[src/rtl/bitplane_feeder.sv]
// Bit-plane serializer feeding the 32-lane adder tree: one vector per 4-cycle frame,
// activations emitted MSB plane first, each lane gating its weight by the current activation bit.

module bitplane_lane #(
  parameter int ABITS = 4,
  parameter int WBITS = 4
) (
  input  logic [ABITS-1:0]         act,
  input  logic [WBITS-1:0]         wgt,
  input  logic [$clog2(ABITS)-1:0] sel,
  output logic [WBITS-1:0]         term
);
  assign term = act[sel] ? wgt : '0;
endmodule

module bitplane_feeder #(
  parameter int LANES = 32,
  parameter int ABITS = 4,
  parameter int WBITS = 4
) (
  input  logic                   clk,
  input  logic                   rst_n,
  input  logic                   in_valid,
  output logic                   in_ready,
  input  logic [LANES*ABITS-1:0] act,
  input  logic [LANES*WBITS-1:0] wgt,
  output logic [LANES*WBITS-1:0] tw,
  output logic                   tw_valid,
  output logic [1:0]             tw_bit,
  output logic                   tw_first,
  output logic                   tw_last
);
  typedef struct packed {
    logic [LANES-1:0][ABITS-1:0] act;
    logic [LANES-1:0][WBITS-1:0] wgt;
  } vec_t;

  logic [1:0] plane_sel, sel_nx;
  vec_t       cur_q, cur_nx, pend_q, pend_nx, in_vec;
  logic       act_valid, act_valid_nx, pend_valid, pend_valid_nx;
  logic       boundary, accept;
  logic [LANES-1:0][WBITS-1:0] term_nx;

  assign in_vec.act = act;
  assign in_vec.wgt = wgt;
  assign boundary   = (plane_sel == 2'd0);
  assign in_ready   = !pend_valid || boundary;
  assign accept     = in_valid && in_ready;
  assign sel_nx     = boundary ? 2'd3 : plane_sel - 2'd1;

  // Pending always drains before a same-edge input, so vectors leave in arrival order.
  always_comb begin
    cur_nx        = cur_q;
    pend_nx       = pend_q;
    act_valid_nx  = act_valid;
    pend_valid_nx = pend_valid;
    if (boundary) begin
      if (pend_valid) begin
        cur_nx        = pend_q;
        act_valid_nx  = 1'b1;
        pend_valid_nx = accept;
        if (accept) pend_nx = in_vec;
      end else if (accept) begin
        cur_nx       = in_vec;
        act_valid_nx = 1'b1;
      end else begin
        act_valid_nx = 1'b0;
      end
    end else if (accept) begin
      pend_nx       = in_vec;
      pend_valid_nx = 1'b1;
    end
  end

  for (genvar k = 0; k < LANES; k++) begin : g_lane
    bitplane_lane #(.ABITS(ABITS), .WBITS(WBITS)) u_lane (
      .act  (cur_nx.act[k]),
      .wgt  (cur_nx.wgt[k]),
      .sel  (sel_nx),
      .term (term_nx[k])
    );
  end

  always_ff @(posedge clk or negedge rst_n) begin
    if (!rst_n) begin
      plane_sel  <= 2'd0;
      cur_q      <= '0;
      pend_q     <= '0;
      act_valid  <= 1'b0;
      pend_valid <= 1'b0;
      tw         <= '0;
    end else begin
      plane_sel  <= sel_nx;
      cur_q      <= cur_nx;
      pend_q     <= pend_nx;
      act_valid  <= act_valid_nx;
      pend_valid <= pend_valid_nx;
      tw         <= act_valid_nx ? term_nx : '0;
    end
  end

  assign tw_valid = act_valid;
  assign tw_bit   = plane_sel;
  assign tw_first = act_valid && (plane_sel == 2'd3);
  assign tw_last  = act_valid && (plane_sel == 2'd0);
endmodule

[config.mk]
export PLATFORM = sky130hd
export DESIGN_NAME = bitplane_feeder
export DESIGN_NICKNAME = d
export VERILOG_FILES = /design/src/rtl/bitplane_feeder.sv
export SDC_FILE = /design/constraint.sdc
export NUM_CORES = 1
export LEC_CHECK = 0
export ABC_AREA = 1
export ABC_CLOCK_PERIOD_IN_PS = 7800
export BUFFER_PORTS_ARGS = -buffer_cell sky130_fd_sc_hd__buf_2
export CELL_PAD_IN_SITES_DETAIL_PLACEMENT = 0
export CELL_PAD_IN_SITES_GLOBAL_PLACEMENT = 1
export CORE_UTILIZATION = 40
export DETAILED_ROUTE_END_ITERATION = 8
export PLACE_DENSITY_LB_ADDON = 0.1
export RECOVER_POWER = 100
export SLEW_MARGIN = 20
export SYNTH_ARGS = -nofsm -noshare
export SYNTH_HDL_FRONTEND = slang
export SYNTH_SLANG_ARGS = --single-unit
[constraint.sdc]
create_clock -name clk -period 7.8 [get_ports clk]
set_clock_uncertainty 0.2 [all_clocks]
set_input_delay 1.17 -clock clk [delete_from_list [all_inputs] [get_ports clk]]
set_output_delay 1.17 -clock clk [all_outputs]
set_load 0.01 [all_outputs]
Word-level counts from Yosys, hierarchy flattened
Index checks and enable logic that the tools add are counted.
{"block": "word_totals", "input_bits": 259, "reg_bits": 644, "output_inout_bits": 134, "wordCells": 253}
{"block": "op_classes", "n_addsub": 1, "n_mux": 110, "n_reduce_logical": 7, "eq_ne": 2, "magnitude_cmp": 1}
{"operator": "256-bit two-way mux", "count": 6}
{"operator": "128-bit two-way mux", "count": 1}
{"operator": "4-bit two-way mux", "count": 32}
{"operator": "1-bit binary-select mux with 2-bit select", "count": 32}
{"operator": "1-bit two-way mux", "count": 38}
{"operator": "1-bit logical AND", "count": 3}
{"operator": "2-bit by 3-bit less-than comparator with 1-bit output, second input constant", "count": 1}
{"operator": "2-bit equality test, second input constant", "count": 1}
{"operator": "2-bit logical NOT", "count": 1}
{"operator": "2-bit two-way mux", "count": 1}
{"operator": "2-bit != test, second input constant", "count": 1}
{"operator": "2-bit nonzero test", "count": 1}
{"operator": "2-bit by 1-bit subtractor with 2-bit output, second input constant", "count": 1}
{"operator": "1-bit logical NOT", "count": 1}
{"operator": "1-bit logical OR", "count": 1}

Depth between registers and ports, before layout
Gate-level depths: netlist of run 1.
{"block": "depth", "depth_word": 10, "mapped_depth": 16}

Cells and area by module
A second synthesis of run 1 with hierarchy kept.
{"block": "unflattened", "hier_cells": 4291, "hier_area_um2": 31840.5}
{"module": "bitplane_feeder", "instances": 1, "area_per_inst_um2": 29478.3, "seq_area_each_um2": 16115.5, "cells_per_inst": 3747}
{"module": "bitplane_lane", "instances": 32, "area_per_inst_um2": 73.8, "seq_area_each_um2": 0.0, "cells_per_inst": 17}

Least setup slack after synthesis of run 1
Ideal clock, no wire load.
{"block": "synth_path", "kind": "flip-flop to output port", "start": "register plane_sel[0] (netlist: tw_bit[0])", "end": "output tw_last", "path_stages_with_launch": 10, "required_time_ps": 6430, "path_buffers": 5, "arrival_time_ps": 1964, "path_slack_ps": 4466, "cell_sequence": "dfrtp_1 > clkbuf_1 > clkbuf_1 > inv_1 > ha_1 > buf_2 > clkbuf_1 > clkbuf_1 > nand2_1 > inv_1"}
{"block": "synth_via", "elab_chain_len": 2}
{"element": "from (decl)", "line": "38", "rtl": "logic [1:0] plane_sel, sel_nx;"}
{"element": "from (signal assigned)", "line": "93", "rtl": "plane_sel <= sel_nx;"}
{"element": "2-bit logical NOT", "line": "105", "rtl": "assign tw_last = act_valid && (plane_sel == 2'd0);"}
{"element": "1-bit logical AND", "line": "105"}
{"element": "to (decl)", "line": "31", "rtl": "output logic tw_last"}
Every way passes these cells.

Worst setup path after layout of run 1
{"block": "layout_path", "start": "register plane_sel[0] (netlist: tw_bit[0])", "end": "register tw[37]"}
{"block": "layout_via", "elab_chain_len": 10}
{"element": "2-bit logical NOT", "line": "46", "rtl": "assign boundary = (plane_sel == 2'd0);"}
{"element": "1-bit logical OR", "line": "47", "rtl": "assign in_ready = !pend_valid || boundary;"}
{"element": "1-bit logical AND", "line": "48", "rtl": "assign accept = in_valid && in_ready;"}
{"element": "256-bit two-way mux", "line": "63", "rtl": "end else if (accept) begin"}
{"element": "256-bit two-way mux", "line": "58", "rtl": "if (pend_valid) begin"}
{"element": "256-bit two-way mux", "line": "57", "rtl": "if (boundary) begin"}
{"element": "1-bit binary-select mux with 2-bit select", "line": "13", "rtl": "assign term = act[sel] ? wgt : '0;"}
{"element": "1-bit two-way mux (implied by the code)", "line": "13"}
{"element": "4-bit two-way mux", "line": "13"}
{"element": "128-bit two-way mux *", "line": "98", "rtl": "tw <= act_valid_nx ? term_nx : '0;"}
{"element": "to (signal assigned)", "line": "98"}
{"element": "to (decl)", "line": "27", "rtl": "output logic [LANES*WBITS-1:0] tw,"}
Mark *: on every way between the ends. The rest lies on a longest branch, timed or not. The select of a mux whose other input is x is not followed.
A chain may end at the register's enable or synchronous reset.

==> metrics, run 1 <==
crit path max fanout=67; Synth Area in Compound Gates=0.137; Synth Area in Simple Gates=0.236; period utilisation layout=0.796; Seq/Total Area, Yosys=0.552; clock transition at the registers of the reported paths=0.06 ns; post-synthesis adder-cell area fraction=0.000857; final wirelength=99.9 mm; row count=98; Post-synth top flop=dfrtp_1; Seq cells post-synth=~640; failing checks=capacitance limit, slew limit; max cap viols=7; largest family of logic cells by synthesized area=simple AND/OR/NAND/NOR gates; GR Overflow Total=0; DP Cell Count=4817; Post-DRT Antenna Nets=0; post-synth top area share=0.552; CTS Root Cell=clkbuf_16; Pleak=17.7 nW; die width=272 um; first-pass GRT wire length=around 150 mm; Critical Path AT=between 6 and 7 ns; clock latency at the later pin of the worst-skew pair=between 0.6 and 0.7 ns; ranking of synthesized cells by area=dfrtp_1 55%, nand2_1 15%, o21ai_0 5.3%, nor2_1 4.1%, nand3_1 4.1%; WP data required=8.09 ns; GRT Util Overall=0.269; CTS tree=yes; Max Buffers Root-to-Sink=3; Non-Filler Instances=about 5000; post-cts resize count=0; Post-Synth XOR/XNOR Area=0; # setup viols final=0; reg-to-reg setup timing slack=1.59 ns; r2r startpoint=tw_bit[0]; kind of critical path=reg -> reg; input/output buffers=just under 400; max incr delay on CP=2.48 ns; slew margin rel.=-2.16; RePlAce Congestion=0.795; Yosys top cell by area=dfrtp_1; worst hold path startpoint=pend_q[182]; fillcell total=7363; Initial DRC Count=2106; total power=9.94 mW; Initial Util=0.406; Syn. warnings=0; worst-path cell chain=clkbuf_1 -> nand2_1 -> buf_4 -> nand2_1 -> nand3_1 -> nand3_1 -> nor2_1; count of hold-fix buffers inserted at cts=0; CTS Buf Count=75; count leader, synth=nand2_1; Die H=272 um; Tightest Hold Check Type=reg -> reg; syn nets=3965; CP endpoint kind=register; core footprint=between 0.07 and 0.08 mm^2; peak supply drop=roughly 190 uV; status=complete, but fails checks; area growth from synthesis to layout=16.0%; largest net degree at the start of global routing=208; detailed-route wire length per cell=20.1 um; mux share of post-synthesis cell area=0; CP Launch Type=register; min Tclk post-route=approximately 6.2 ns; initial antenna violation count=40; H-tree levels=3; Sink Count=644; drt drc=0; Pins Over Slew Limit=525; FMAX=roughly 160 MHz; number of global-route vias before repair=23900; Mapped Cells=roughly 3700; crit path from=tw_bit[0]; slowest CP cell=clkbuf_1; number of synthesized flops with an enable pin=0; TritonRoute pass-1 iters=5; Vias=25200; cell area after synthesis=0.0292 mm^2; most frequent cells after synthesis=1188 x nand2_1, 644 x dfrtp_1, 322 x nor2_1, 310 x o21ai_0, 277 x inv_1; unrepaired setup endpoints after global routing=no; share of post-route cells with drive strength above 1=0.101; Hold Fails Final Rpt=0; final setup TNS=0 ns; DR vias/cell=5.09; Synth cell types=18; Pwr Density=294 mW/mm^2; setup bufs post-CTS=0; Tightest Pin Transition=4.74 ns; die area=0.0741 mm^2; # IOs=approximately 390; Final HPWL DP=between 60 and 70 mm; Async SR Flop Fraction=1.00; Avg Synthesized Cell Area=about 8 um^2; Post-layout nets=4205
## per-stage QoR
stage	instance area [um^2]	setup WS [ns]	utilization	hold slack, ns
after floorplan	29200	4.47	-	0.242
after global placement	31600	2.60	0.440	0.255
after detailed placement	31600	2.55	0.440	0.258
after CTS	34100	2.78	0.474	0.273
after global routing	33900	1.25	0.471	0.281
final	33900	1.59	0.471	0.268
## layer usage
layer | up-vias | routed length (um) | GRT usage | part of all wire
met5 | - | 284 | 0 | 0.0028
met4 | 42 | 3180 | 0.0957 | 0.032
met3 | 177 | 6540 | 0.0572 | 0.065
met2 | 659 | 44300 | 0.401 | 0.44
met1 | 12100 | 45600 | 0.387 | 0.46
li1 | 12300 | - | - | -
## worst max-delay path, delay by kind of cell, from the launching register on
family / cells / cell delay (ns)
buffers and inverters: 2 / 3.12
DFF: 1 / 0.35
and+or+nand+nor: 5 / 2.39
## cells in the final DEF, fill, tap and decap left out
| master | instances |
|---|---|
| dfrtp_4 | 1 |
| clkbuf_16 | 77 |
| diode_2 | 13 |
| inv_8 | 3 |
| o21ai_1 | 69 |
| buf_8 | 1 |
| o21ai_0 | 411 |
| dfrtp_2 | 1 |
| clkbuf_1 | 152 |
| a21oi_4 | 1 |
| ha_1 | 2 |
| dfrtp_1 | 642 |
| inv_1 | 277 |
| buf_4 | 16 |
| nand3_1 | 240 |
| bufinv_16 | 5 |
| buf_2 | 258 |
| clkbuf_2 | 1 |
| inv_6 | 4 |
| o31ai_1 | 64 |
| nor2_1 | 323 |
| clkinvlp_4 | 1 |
| clkinv_2 | 10 |
| nand2_1 | 1190 |
| a21oi_1 | 224 |
| clkbuf_8 | 15 |
| clkinv_8 | 2 |
| buf_12 | 6 |
## power breakdown
| part | internal [mW] | switching [mW] |
|---|---|---|
| clock network | 2.12 | 1.43 |
| logic | 0.602 | 1.25 |
| registers | 4.11 | 0.433 |
| total | 6.83 | 3.12 |
## cells by family (layout without fill, tap and decap cells)
logic type,Yosys count,in the layout
simple gates,1753,1753
compound gates,769,769
flops,644,644
buf+inv,536,828
fa+ha+maj,2,2
other cells,0,13
## sequential cells by signal (all words and copies together), names as in the netlist
name / cells
tw_valid: 1
pend_valid: 1
tw_bit: 2
cur_q: 256
tw: 128
pend_q: 256
## worst paths after layout
check,to,depth (start not counted)
max,tw[37],7
min,pend_q[182],2
max reg2reg,tw[37],7
min reg2reg,pend_q[182],2
max in group asynchronous,pend_q[48],2
min in group asynchronous,cur_q[189],1
## final cells by class
| cell class | instances | area (um^2) | share of cell area |
|---|---|---|---|
| inverter | 281 | 1080 | 0.0320 |
| clock inverter | 21 | 267 | 0.00787 |
| tap | 950 | 1190 | 0.0351 |
| antenna | 13 | 32.5 | 0.000960 |
| clock buffer | 108 | 2190 | 0.0648 |
| sequential | 644 | 16100 | 0.476 |
| multi-input combinational | 2524 | 10900 | 0.323 |
| timing repair buffer | 418 | 2060 | 0.0609 |
No activity file was read; power rests on OpenSTA's default activity.
==> run 2: changes to the inputs <==
--- a/config.mk
+++ b/config.mk
@@ -6,11 +6,11 @@
 export NUM_CORES = 1
 export LEC_CHECK = 0
 export ABC_AREA = 1
-export ABC_CLOCK_PERIOD_IN_PS = 7800
+export ABC_CLOCK_PERIOD_IN_PS = 5360
 export BUFFER_PORTS_ARGS = -buffer_cell sky130_fd_sc_hd__buf_2
 export CELL_PAD_IN_SITES_DETAIL_PLACEMENT = 0
 export CELL_PAD_IN_SITES_GLOBAL_PLACEMENT = 1
-export CORE_UTILIZATION = 40
+export CORE_UTILIZATION = 39
 export DETAILED_ROUTE_END_ITERATION = 8
 export PLACE_DENSITY_LB_ADDON = 0.1
 export RECOVER_POWER = 100
==> constraint.sdc (replaced) <==
create_clock -name clk -period 5.36 [get_ports clk]
set_clock_uncertainty 0.2 [all_clocks]
set_input_delay 0.804 -clock clk [delete_from_list [all_inputs] [get_ports clk]]
set_output_delay 0.804 -clock clk [all_outputs]
set_load 0.01 [all_outputs]
==> run 2 against run 1 <==
Compared with the run above: hold slack worse by 0.080 ns; critical path depth down 1; critical endpoint is now tw[25]; sequential cell count did not move; utilization is 0.57 points lower; non-clock buffer count grew 7; largest cell class unchanged; the run still ends with capacitance limit, slew limit left.
==> metrics, run 2 (same netlist as run 1, synthesis figures left out) <==
Die H=276 um (+1.3%); clock transition at the registers of the reported paths=0.06 ns (about the same); CTS tree=yes; Storage cell area=0.0161 mm^2 (about the same); reg-to-reg setup timing slack=1.06 ns (-0.53 ns); period utilisation layout=0.802 (+0.00579); DR vias/cell=5.13 (+0.95%); kind of critical path=reg -> reg; CTS Buf Count=76 (+1.3%); final wirelength=104 mm (+4.2%); first-pass GRT wire length=156 mm (+2.3%); Post-DRT Antenna Nets=0 (unchanged); reg-to-reg endpoint=tw[25]; Initial DRC Count=2212 (+5.0%); Sink Count=644 (unchanged); status=complete, but fails checks; die area=0.0760 mm^2 (+2.5%); Pleak=17.9 nW (+0.94%); CP endpoint kind=register; worst hold path startpoint=wgt[0]; Tightest Pin Transition=2.54 ns (-2.20 ns); top flop regs=cur_q: 256 flops, pend_q: 256 flops, tw: 128 flops; number of global-route vias before repair=24100 (+1.0%); # IOs=393 (unchanged); Pins Over Slew Limit=491 (-6.5%); detailed-route wire length per cell=20.9 um (+3.5%); fillcell total=7567 (+2.8%); r2r startpoint=tw_bit[0]; post-cts resize count=0 (unchanged); FMAX=233 MHz (+44%); share of post-route cells with drive strength above 1=0.105 (+0.00428); count of hold-fix buffers inserted at cts=0 (unchanged); Final HPWL DP=65.1 mm (+4.9%); Pwr Density=436 mW/mm^2 (+49%); initial antenna violation count=35 (-13%); largest net degree at the start of global routing=208 (unchanged); slew margin rel.=-0.693 (+1.47); crit path max fanout=78 (+16%); most frequent cells in the layout=1190 x nand2_1, 643 x dfrtp_1, 419 x o21ai_0, 323 x nor2_1, 277 x inv_1; # setup viols final=0 (unchanged); Max Buffers Root-to-Sink=3 (unchanged); row count=99 (+1.0%); multi-input combinational cell area=0.0109 mm^2 (+0.11%); core footprint=0.0736 mm^2 (+2.4%); failing checks=capacitance limit, slew limit; max cap viols=7 (unchanged); Worst R2R Path Depth=6 (-1); setup bufs post-CTS=0 (unchanged); CTS Root Cell=clkbuf_16; Tightest Hold Check Type=in -> reg; Hold Fails Final Rpt=0 (unchanged); area growth from synthesis to layout=17.3%; H-tree levels=3 (unchanged); CP Launch Type=register; final setup TNS=0 ns (unchanged); Min-Delay Path Depth=3 (+1); peak supply drop=255 uV (+33%); RePlAce Congestion=0.822 (+3.4%); unrepaired setup endpoints after global routing=no; commonest non-fill, non-tap cell in the layout=nand2_1; Initial Util=0.397 (-0.00952); clock latency at the later pin of the worst-skew pair=0.62 ns (about the same); Finished Core Util=0.466 (-0.00571); min Tclk post-route=4.30 ns (-1.91 ns); GR Overflow Total=0 (unchanged); GRT Util Overall=0.274 (+0.00413); Hold Path Sink=pend_q[0]; drt drc=0 (unchanged); input/output buffers=392 (unchanged); Post-layout nets=4213 (+0.19%); WP data required=5.71 ns (-2.38 ns); die width=276 um (+1.3%); TritonRoute pass-1 iters=6 (+1); Critical Path AT=4.65 ns (-1.85 ns); Vias=25600 (+1.6%)
[run 2: changes by cell type in the layout (fill, tap and decap cells not counted), sizes merged]
cell,delta
buf,-1
bufinv,+6
clkbuf,+9
clkinv,+4
clkinvlp,+1
diode,+6
inv,-1
[run 2: worst max path at each step]
stage                        endpoint       from  slack [ns]  cells after the start
after floorplan               tw_last  tw_bit[0]        2.39                      9
after global placement         tw[23]   in_valid        1.61                      6
after detailed placement       tw[22]   in_valid        1.57                      6
after CTS                 pend_q[239]  tw_bit[1]        1.68                      8
after global routing      pend_q[233]  tw_bit[1]        0.77                      8
final                          tw[25]  tw_bit[0]        1.06                      6
[run 2: worst max-delay path, cell delays in order (launching register included)]
cell,delay [ns]
dfrtp_2,0.40
inv_1,0.09
ha_4,0.17
clkbuf_2,0.91
clkbuf_2,1.53
o21ai_0,0.57
nor2_1,0.20
[run 2: layout make-up]
cell class	instances	area share
Multi-Input combinational cell	2524	0.319
Inverter	281	0.0317
Timing Repair Buffer	425	0.0627
Antenna cell	19	0.00139
Clock inverter	31	0.0149
Clock buffer	109	0.0647
Sequential cell	644	0.470
Tap cell	959	0.0350
[run 2: power breakdown]
part	leakage, nW	internal (mW)	switching, mW	total, mW
sequential	8.00	5.98	0.613	6.59
clock	1.34	3.43	2.21	5.64
combinational	8.54	0.862	1.86	2.73
[run 2: layer usage]
metal  vias to the layer above  wire (um)  GRT usage
met5                         -         80          0
met4                        14       4020      0.113
met3                       174       7170     0.0495
met2                       725      46800      0.413
met1                     12400      46000      0.387
li1                      12300          -          -
[run 2: metrics by stage]
stage	instances	power, mW	worst slack [ns]	hold slack (ns)	cell area, um^2
4_1_cts	4973	15.2	1.68	0.0366	34500
6_report	4992	15.0	1.06	0.188	34300
3_5_place_dp	4833	9.49	1.57	0.259	31800
2_1_floorplan	3704	8.22	2.39	0.242	29200
3_3_place_gp	4833	9.45	1.61	0.253	31800
5_1_grt	4982	15.8	0.775	0.170	34200
